### src/rtl/cpu6_idex_stage.sv
// cpu6 ID/EX pipeline stage: latches a decoded instruction, forwards
// MEM/WB results into the rs1/rs2 operands and presents ALU operands a/b.
module cpu6_idex_stage #(
  parameter int unsigned XLEN     = 32,
  parameter int unsigned ALUCTL_W = 3
) (
  input  logic                clk,
  input  logic                reset,

  // decode side
  input  logic                id_valid,
  output logic                id_ready,
  input  logic [XLEN-1:0]     id_pc,
  input  logic [4:0]          id_rs1,
  input  logic [4:0]          id_rs2,
  input  logic [XLEN-1:0]     id_rs1_data,
  input  logic [XLEN-1:0]     id_rs2_data,
  input  logic [XLEN-1:0]     id_imm,
  input  logic                id_alusrc,
  input  logic [ALUCTL_W-1:0] id_alucontrol,
  input  logic [4:0]          id_rd,
  input  logic                id_regwrite,
  input  logic                id_branch,

  // downstream handshake and redirect
  input  logic                ex_ready,
  input  logic                flush,

  // forwarding sources
  input  logic [4:0]          mem_rd,
  input  logic                mem_regwrite,
  input  logic [XLEN-1:0]     mem_result,
  input  logic [4:0]          wb_rd,
  input  logic                wb_regwrite,
  input  logic [XLEN-1:0]     wb_result,

  // EX side
  output logic                ex_valid,
  output logic [XLEN-1:0]     ex_pc,
  output logic [XLEN-1:0]     ex_alu_a,
  output logic [XLEN-1:0]     ex_alu_b,
  output logic [ALUCTL_W-1:0] ex_alucontrol,
  output logic [XLEN-1:0]     ex_store_data,
  output logic [4:0]          ex_rd,
  output logic                ex_regwrite,
  output logic                ex_branch
);

  localparam int unsigned REG_W = 5;

  // Pipeline registers
  logic                r_valid;
  logic [XLEN-1:0]     r_pc;
  logic [REG_W-1:0]    r_rs1;
  logic [REG_W-1:0]    r_rs2;
  logic [XLEN-1:0]     r_rs1_data;
  logic [XLEN-1:0]     r_rs2_data;
  logic [XLEN-1:0]     r_imm;
  logic                r_alusrc;
  logic [ALUCTL_W-1:0] r_alucontrol;
  logic [REG_W-1:0]    r_rd;
  logic                r_regwrite;
  logic                r_branch;

  // Combinational handshake / forwarding nets
  logic                w_id_ready;
  logic                w_stall;
  logic                w_accept;
  logic                w_mem_hit_rs1;
  logic                w_wb_hit_rs1;
  logic                w_mem_hit_rs2;
  logic                w_wb_hit_rs2;
  logic [XLEN-1:0]     w_fwd_rs1;
  logic [XLEN-1:0]     w_fwd_rs2;

  // Handshake: slot is free when empty or being drained downstream
  always_comb begin
    w_id_ready = !r_valid || ex_ready;
    w_stall    = r_valid && !ex_ready;
    w_accept   = id_valid && w_id_ready;
  end

  // Hazard detection per operand; x0 never matches
  always_comb begin
    w_mem_hit_rs1 = mem_regwrite && (mem_rd == r_rs1) && (r_rs1 != REG_W'(0));
    w_wb_hit_rs1  = wb_regwrite  && (wb_rd  == r_rs1) && (r_rs1 != REG_W'(0));
    w_mem_hit_rs2 = mem_regwrite && (mem_rd == r_rs2) && (r_rs2 != REG_W'(0));
    w_wb_hit_rs2  = wb_regwrite  && (wb_rd  == r_rs2) && (r_rs2 != REG_W'(0));
  end

  // rs1 operand select: MEM is the younger result, so it wins over WB
  always_comb begin
    w_fwd_rs1 = r_rs1_data;
    if (w_mem_hit_rs1) begin
      w_fwd_rs1 = mem_result;
    end else if (w_wb_hit_rs1) begin
      w_fwd_rs1 = wb_result;
    end
  end

  // rs2 operand select, same priority as rs1
  always_comb begin
    w_fwd_rs2 = r_rs2_data;
    if (w_mem_hit_rs2) begin
      w_fwd_rs2 = mem_result;
    end else if (w_wb_hit_rs2) begin
      w_fwd_rs2 = wb_result;
    end
  end

  // Valid bit: flush kills, accept fills, idle-ready drains, stall holds
  always_ff @(posedge clk or posedge reset) begin
    if (reset) begin
      r_valid <= 1'b0;
    end else if (flush) begin
      r_valid <= 1'b0;
    end else if (w_id_ready) begin
      r_valid <= id_valid;
    end
  end

  // Instruction fields other than operand data: captured only on accept
  always_ff @(posedge clk or posedge reset) begin
    if (reset) begin
      r_pc         <= '0;
      r_rs1        <= '0;
      r_rs2        <= '0;
      r_imm        <= '0;
      r_alusrc     <= 1'b0;
      r_alucontrol <= '0;
      r_rd         <= '0;
      r_regwrite   <= 1'b0;
      r_branch     <= 1'b0;
    end else if (!flush && w_accept) begin
      r_pc         <= id_pc;
      r_rs1        <= id_rs1;
      r_rs2        <= id_rs2;
      r_imm        <= id_imm;
      r_alusrc     <= id_alusrc;
      r_alucontrol <= id_alucontrol;
      r_rd         <= id_rd;
      r_regwrite   <= id_regwrite;
      r_branch     <= id_branch;
    end
  end

  // Operand data: loaded on accept, refreshed with forwarded values while
  // stalled so a producer leaving WB mid-stall is not lost
  always_ff @(posedge clk or posedge reset) begin
    if (reset) begin
      r_rs1_data <= '0;
      r_rs2_data <= '0;
    end else if (!flush) begin
      if (w_accept) begin
        r_rs1_data <= id_rs1_data;
        r_rs2_data <= id_rs2_data;
      end else if (w_stall) begin
        r_rs1_data <= w_fwd_rs1;
        r_rs2_data <= w_fwd_rs2;
      end
    end
  end

  // Output drive; control strobes are gated so bubbles never act
  always_comb begin
    id_ready      = w_id_ready;
    ex_valid      = r_valid;
    ex_pc         = r_pc;
    ex_alu_a      = w_fwd_rs1;
    ex_alu_b      = r_alusrc ? r_imm : w_fwd_rs2;
    ex_alucontrol = r_alucontrol;
    ex_store_data = w_fwd_rs2;
    ex_rd         = r_rd;
    ex_regwrite   = r_regwrite && r_valid;
    ex_branch     = r_branch && r_valid;
  end

endmodule

### config.mk
export PLATFORM = sky130hd
export DESIGN_NAME = cpu6_idex_stage
export DESIGN_NICKNAME = d
export VERILOG_FILES = /design/src/rtl/cpu6_idex_stage.sv
export SDC_FILE = /design/constraint.sdc
export NUM_CORES = 1
export LEC_CHECK = 0
export ABC_AREA = 1
export BUFFER_PORTS_ARGS = -buffer_cell sky130_fd_sc_hd__clkbuf_2
export CAP_MARGIN = 20
export CORE_ASPECT_RATIO = 0.9
export CORE_MARGIN = 4
export CORE_UTILIZATION = 50
export DETAILED_ROUTE_END_ITERATION = 10
export PLACE_DENSITY = 0.82
export SETUP_SLACK_MARGIN = 0.15
export SYNTH_ARGS = -nofsm -noshare
export SYNTH_HDL_FRONTEND = slang
export SYNTH_SLANG_ARGS = --single-unit
### constraint.sdc
create_clock -name clk -period 6.3 [get_ports clk]
set_input_delay 0.945 -clock clk [delete_from_list [all_inputs] [get_ports clk]]
set_output_delay 0.945 -clock clk [all_outputs]
set_load 0.03 [all_outputs]
Yosys cells after proc, flatten, opt, wreduce, memory -nomap -nowiden
Cells that the tools add are included.
{"block": "classes", "eq_ne": 4, "n_mux": 11, "bitwise": 1, "n_reduce_logical": 22}
{"operator": "32-bit 2-to-1 mux", "n": 9}
{"operator": "5-bit == test", "n": 4}
{"operator": "1-bit logical AND", "n": 13}
{"operator": "5-bit nonzero test", "n": 2}
{"operator": "2-bit nonzero test", "n": 2}
{"operator": "1-bit zero test", "n": 3}
{"operator": "1-bit 2-to-1 mux", "n": 2}
{"operator": "2-bit AND reduction", "n": 1}
{"operator": "1-bit logical OR", "n": 1}
{"operator": "1-bit inverter", "n": 1}
{"block": "word_totals", "ff_bits": 150, "inputBits": 230, "out_inout_bits": 140, "wordCells": 50}

Logic depth before layout (Yosys ltp)
Gate-level depths: netlist of run 1.
{"block": "depth", "ltp_word": 7, "depth_mapped": 13}

Worst setup path before layout of run 1
Ideal clock, no wire load.
{"block": "synth_timing", "path_type": "in2out", "from": "input port wb_regwrite", "to": "output port ex_alu_b[11]", "arrival_time_ps": 2214, "required_ps": 5355, "path_slack_ps": 3141, "cell_stages": 11, "n_path_buf": 1, "cell_sequence": "inv_1 > a21oi_1 > nand2_1 > nor2_4 > nand2_4 > buf_6 > nand2_2 > nand3_2 > nand2_1 > nand2_1 > nand2_1"}
{"block": "synth_via", "elab_chain_len": 5}
{"element": "start, declared", "line_no": "34", "text": "input logic wb_regwrite,"}
{"element": "1-bit logical AND (2 in series)", "line_no": "88", "text": "w_wb_hit_rs2 = wb_regwrite && (wb_rd == r_rs2) && (r_rs2 != REG_W'(0));"}
{"element": "32-bit 2-to-1 mux", "line_no": "106", "text": "end else if (w_wb_hit_rs2) begin"}
{"element": "32-bit 2-to-1 mux", "line_no": "104", "text": "if (w_mem_hit_rs2) begin"}
{"element": "net ex_store_data[11]", "line_no": "43", "text": "output logic [XLEN-1:0] ex_store_data,"}
{"element": "32-bit 2-to-1 mux", "line_no": "170", "text": "ex_alu_b = r_alusrc ? r_imm : w_fwd_rs2;"}
{"element": "end, declared", "line_no": "41", "text": "output logic [XLEN-1:0] ex_alu_b,"}
The timed path passes the listed nets, and every way through them passes these cells.

Worst setup path after layout of run 1
{"block": "layout_timing", "from": "input port mem_rd[0]", "to": "output port ex_alu_a[3]"}
{"block": "layout_via", "elab_chain_len": 4}
{"element": "start, declared", "line_no": "30", "text": "input logic [4:0] mem_rd,"}
{"element": "5-bit == test", "line_no": "85", "text": "w_mem_hit_rs1 = mem_regwrite && (mem_rd == r_rs1) && (r_rs1 != REG_W'(0));"}
{"element": "1-bit logical AND (2 in series)", "line_no": "85"}
{"element": "32-bit 2-to-1 mux", "line_no": "94", "text": "if (w_mem_hit_rs1) begin"}
{"element": "end, declared", "line_no": "40", "text": "output logic [XLEN-1:0] ex_alu_a,"}
No other way between the ends.

==> out/results.ini, run 1 <==
[global_routing]
grt-ovfl-total=0
grt_max_degree=97
grt_pass1_wl_mm=53.2
grt_pass1_vias=10200
antenna_found_initial=3
track_usage_pct=30.9

[sta]
final-setup-viol-count=0
grt_setup_unrepaired=false
fin_ws_ps=1710
hold_ws_ps=474
fin_skew_ps=17.0
timing.fmax_mhz=218
hold_viol=0
worst_pin_slew_ps=1020
maxSlewHeadroom_pct=31.9
setup_tns_ps=0
fin_crit_ps=4590
drv_slew=0
finalCritPeriodShare_pct=72.8

[cts]
clockRootBuffer=clkbuf_16
hold_buffers=0
post_cts_buffers=0
cts.path.max_buffers=2
clk_pin_slew_ps=70
cts_tree=yes
cts.sinks=150
cts_resized=0
cts_max_level=4
insertion_delay_ps=430
cts_inserted_buffers=17

[worst_setup_path]
startpoint=mem_rd[0]
endpoint_kind=output port
cp_max_fo=33
reg2reg_from=r_rs1[3]$_DFFE_PP0P_
cp.required_ps=5350
startpoint_type=input pin
critical_path_arrival_ps=3640
critical_path_class=in -> out

[power_and_ir_drop]
p_sw_share_pct=43.1
p_leak_uw=0.00766
seqPwrFrac_pct=32.7
comb_power_share_pct=39.8
max-vdd-ir-drop_v=0.000194
p_clk_share_pct=27.6
p_per_area_nw_per_um2=317
p_sw_uw=1640
internal-power_uw=2160

[routing]
met1_length_mm=13.0
wl_per_cell_um=16.3
maxUsedRoutingLayer=met4
wl_mm=33.5
wl_met2_mm=16.2
drc=0
wl_met3_mm=3.18
drt_iter0_drc=911
ant_nets=0
firstDrtPassIters=5
vias=10600
viasPerCell=5.15

[synth]
synth_edf_count=0
synthXorXnorAreaFrac_pct=0
synth_seq_cells=150
ys_seq_area_share_pct=39.6
syn_avg_cell_area_sq_um=6.39
synth_compound_area_share_pct=4.27
yosys.area_share.adder_pct=0
yosysTopAreaCellShare_pct=39.6
ys_top_cells_by_count=nand2_1, nand3_1, inv_1
synthSimpleGateAreaFrac_pct=44.2
synth_nets=1716
muxShareOfSynthArea_pct=0
synth_top_family_by_area=simple AND/OR/NAND/NOR gates
synthCells=1486
synth_area_sq_um=9490
yosys_warnings=0
ys_types=20
yosysMostFrequentCell=nand2_1
async_flop_share_pct=100
synth.area.top_cells=dfrtp_1, nand2_1, nand3_1
yosys_most_used_dff=dfrtp_1
synth.largest_area_cell=dfrtp_1

[floorplan]
fp.dieW_um=153
dieHeight_um=139
dieArea_sq_um=21200
io-pin-count=370
core_sq_um=18500
rows=47
start_util_pct=51.2

[place]
place_ws_ps=1850
globalplace.congestion=0.941
numPortBuffers=369
hpwlAfterDp_mm=23.5

[hold_path]
hold_path_class=reg -> reg
hp-start=r_regwrite$_DFFE_PP0P_

[run]
maxCapViolations=0

[run_status]
outcome=completed

[finish]
final_nets=2029
layout-drive-gt1-share_pct=26.7
syn2layout_area_growth_pct=26.2

-- cell families after synthesis --
group,count (synthesis)
AOI/OAI and AO/OA,80
buffers and inverters,276
DFF,150
and+or+nand+nor,980
-- registers in the layout, indices dropped and copies added (netlist names) --
name / flops
r_branch: 1
r_alusrc: 1
ex_valid: 1
r_rs2: 5
r_rs1_data: 32
r_regwrite: 1
ex_rd: 5
r_imm: 32
ex_alucontrol: 3
r_rs2_data: 32
ex_pc: 32
r_rs1: 5
-- cells in the final DEF, fill, tap and decap left out --
master	netlist	final
nand2_1	704	703
clkbuf_2	0	369
nand3_1	208	208
inv_1	182	180
dfrtp_1	150	150
o21ai_0	75	75
nand2_2	32	32
nand3_2	20	20
clkbuf_16	0	17
inv_2	9	10
buf_4	6	8
nor2_4	2	7
inv_6	0	7
nand4_1	4	4
diode_2	0	3
nor2_1	3	3
clkinvlp_4	0	3
a21oi_1	3	2
nand2_4	1	2
o211ai_1	2	2
bufinv_16	0	2
inv_8	0	2
nor2_2	6	1
a21oi_4	0	1
clkinv_2	0	1
buf_16	0	1
buf_12	0	1
-- cell type report --
cell class              count  area [sq um]
fillers                  1704          6550
multi-input cells        1060          4640
flip-flops and latches    150          3750
repair buffers            379          1950
inverters                 191           722
clock buffers              17           425
well taps                 245           307
clock inverters            14           163
diodes                      3          7.51
-- per-stage QoR --
stage                     util (%)  cells  total power, uW  instance area (sq um)
after floorplan                  -   1486             2290                   9490
after global placement        61.2   2023             2730                  11300
after detailed placement      61.4   2025             2760                  11400
after CTS                     64.6   2056             3810                  12000
after global routing          64.6   2059             4020                  12000
final                         64.6   2059             3790                  12000
-- critical path, stage by stage --
cell      delay [ps]
clkbuf_2         100
inv_1             50
nand2_1           50
o211ai_1         130
nor2_4           780
nand2_1          770
buf_16           400
nand3_1          130
nand2_1           70
clkbuf_2         190
-- path summary, 6_finish.rpt --
path | slack [ps] | cells past startpoint | endpoint
max in group asynchronous | 4190 | 3 | r_rs1_data[1]$_DFFE_PP0P_
hold reg to reg | 470 | 2 | r_regwrite$_DFFE_PP0P_
hold / removal | 470 | 2 | r_regwrite$_DFFE_PP0P_
min in group asynchronous | 630 | 2 | ex_pc[21]$_DFFE_PP0P_
setup / recovery | 1710 | 10 | ex_alu_a[3]
setup reg to reg | 3180 | 10 | r_rs1_data[9]$_DFFE_PP0P_
-- power by group through the flow --
stage / clock network (uW) / logic, uW / registers, uW
4_1_cts: 1060 / 1510 / 1240
2_1_floorplan: 0 / 981 / 1310
6_report: 1050 / 1510 / 1240
3_5_place_dp: 0 / 1510 / 1250
5_1_grt: 1110 / 1650 / 1260
3_3_place_gp: 0 / 1480 / 1250
-- routing by layer --
layer	vias to the layer above	GRT usage, %
li1	5174	-
met1	4773	39.2
met2	575	51.5
met3	74	7.36
met4	0	11.9
met5	-	0
Note: power is estimated with default switching activity, not from simulation.
==> run 2, diff against run 1 <==
- clock period: 6.3 -> 4.8 ns (I/O delays scaled with it)
==> run 2 against run 1 <==
Against the previous run: sequential cell count did not move; wire length rose by 0.37%; critical endpoint is now ex_alu_b[21]; largest cell class unchanged; sequential power rose by 31%; critical path depth rose by 1.
==> out/results.ini, run 2 (same netlist as run 1, synthesis figures left out) <==
[finish]
final_cell_mix=nand2_1, clkbuf_2, nand3_1, inv_1, dfrtp_1  ; unchanged
syn2layout_area_growth_pct=26.4  ; was 26.2%
fillers=1715  ; was 1704
layout-drive-gt1-share_pct=26.9  ; was 26.7%
final_nets=2034  ; was 2029
mostFrequentLayoutCell=nand2_1  ; unchanged

[routing]
viasPerCell=5.22  ; was 5.15
firstDrtPassIters=5  ; unchanged
drc=0  ; unchanged
wl_mm=33.6  ; was 33.5 mm
maxUsedRoutingLayer=met4  ; unchanged
met1_length_mm=12.8  ; was 13.0 mm
drt_iter0_drc=927  ; was 911
ant_nets=0  ; unchanged
wl_met3_mm=3.36  ; was 3.18 mm
wl_met2_mm=16.4  ; was 16.2 mm
vias=10800  ; was 10600
wl_per_cell_um=16.3  ; about the same

[place]
globalplace.congestion=0.913  ; was 0.941
hpwlAfterDp_mm=23.6  ; was 23.5 mm
numPortBuffers=369  ; unchanged

[worst_setup_path]
reg2reg_from=r_rs2[3]$_DFFE_PP0P_  ; was r_rs1[3]$_DFFE_PP0P_
critical_path_class=reg -> out  ; was in -> out
r2r_slack_ps=2220  ; was 3180 ps
startpoint_type=flop  ; was input pin
endpoint_kind=output port  ; unchanged
cp_max_fo=33  ; unchanged
worstRegToRegCells=10  ; unchanged
critical_path_arrival_ps=3170  ; was 3640 ps
cp.required_ps=4080  ; was 5350 ps
r2r_end=r_rs2_data[7]$_DFFE_PP0P_  ; was r_rs1_data[9]$_DFFE_PP0P_

[floorplan]
rows=47  ; unchanged
io-pin-count=370  ; unchanged
dieArea_sq_um=21200  ; unchanged
start_util_pct=51.2  ; unchanged
dieHeight_um=139  ; unchanged
core_sq_um=18500  ; unchanged
fp.dieW_um=153  ; unchanged

[cts]
cts_resized=0  ; unchanged
cts.sinks=150  ; unchanged
hold_buffers=0  ; unchanged
cts_tree=yes  ; unchanged
cts_max_level=4  ; unchanged
cts.path.max_buffers=2  ; unchanged
post_cts_buffers=0  ; unchanged
insertion_delay_ps=440  ; was 430 ps
cts_inserted_buffers=17  ; unchanged
clockRootBuffer=clkbuf_16  ; unchanged
clk_pin_slew_ps=70  ; about the same

[power_and_ir_drop]
p_clk_share_pct=27.3  ; was 27.6%
p_sw_share_pct=43.7  ; was 43.1%
internal-power_uw=2800  ; was 2160 uW
p_sw_uw=2170  ; was 1640 uW
p_per_area_nw_per_um2=414  ; was 317 nW/um^2
comb_power_share_pct=40.0  ; was 39.8%
seqPwrFrac_pct=32.7  ; about the same
fin_total_pwr_uw=4970  ; was 3790 uW
p_leak_uw=0.00767  ; was 0.00766 uW
max-vdd-ir-drop_v=0.000262  ; was 0.000194 V

[sta]
timing.fmax_mhz=257
fin_crit_ps=3890
setup_tns_ps=0  ; unchanged
worst_pin_slew_ps=981  ; was 1020 ps
hold_viol=0  ; unchanged
grt_setup_unrepaired=false  ; unchanged
fin_skew_ps=13.4  ; was 17.0 ps
drv_slew=0  ; unchanged
finalCritPeriodShare_pct=81.0
maxSlewHeadroom_pct=34.6  ; was 31.9%
final-setup-viol-count=0  ; unchanged

[run_status]
outcome=completed  ; unchanged

[global_routing]
grt-ovfl-total=0  ; unchanged
grt_max_degree=151  ; was 97
grt_pass1_wl_mm=53.3  ; was 53.2 mm
track_usage_pct=31.0  ; was 30.9%
antenna_found_initial=5  ; was 3
grt_pass1_vias=10400  ; was 10200

[hold_path]
hold_path_class=in -> async  ; was reg -> reg

[run]
maxCapViolations=0  ; unchanged

==> run 2: metrics by stage <==
stage | hold slack, ps | util (%) | cell area [sq um] | std cells | worst slack, ps
5_1_grt | 471 | 64.7 | 12000 | 2067 | 607
3_3_place_gp | 453 | 61.5 | 11400 | 2030 | 1060
2_1_floorplan | 442 | - | 9490 | 1486 | 2090
6_report | 442 | 64.7 | 12000 | 2067 | 914
3_5_place_dp | 459 | 61.5 | 11400 | 2030 | 975
4_1_cts | 466 | 64.7 | 12000 | 2062 | 864
==> run 2: power groups by stage <==
stage               clock [uW]  sequential (uW)  combinational, uW
global placement             0             1630               1950
floorplan                    0             1710               1290
CTS                       1380             1620               1990
global route              1440             1650               2180
finish                    1360             1620               1990
detailed placement           0             1640               1990
==> run 2: final cells by class <==
type / count / area, sq um / area share (%)
Sequential cell: 150 / 3750 / 31.3
Antenna cell: 5 / 12.5 / 0.104
Clock inverter: 14 / 158 / 1.31
Timing Repair Buffer: 384 / 1970 / 16.4
Multi-Input combinational cell: 1060 / 4640 / 38.7
Clock buffer: 18 / 429 / 3.58
Inverter: 191 / 721 / 6.01
Tap cell: 245 / 307 / 2.56
==> run 2: critical path, stage by stage, from the launching register on <==
cell,delay [ps]
dfrtp_1,430
inv_2,80
a21oi_1,130
nand2_1,100
nor2_4,720
nand2_4,520
nand2_1,170
nand3_1,100
nand2_1,110
nand2_1,80
nand2_1,80
clkbuf_2,210
==> run 2: worst max-delay path by stage <==
stage | startpoint | endpoint | slack [ps] | cells after the start
5_1_grt | r_rs2[3]$_DFFE_PP0P_ | ex_alu_b[23] | 610 | 11
2_1_floorplan | wb_regwrite | ex_alu_b[11] | 2090 | 11
4_1_cts | r_rs2[3]$_DFFE_PP0P_ | ex_alu_b[21] | 860 | 11
3_3_place_gp | wb_rd[3] | ex_alu_b[21] | 1060 | 11
6_report | r_rs2[3]$_DFFE_PP0P_ | ex_alu_b[21] | 910 | 11
3_5_place_dp | wb_rd[4] | ex_alu_b[25] | 970 | 13
==> run 2: routing by layer <==
metal | GRT usage (%) | vias to the layer above
li1 | - | 5187
met1 | 38.5 | 4920
met2 | 52.1 | 610
met3 | 7.46 | 74
met4 | 12.4 | 0
met5 | 0 | -
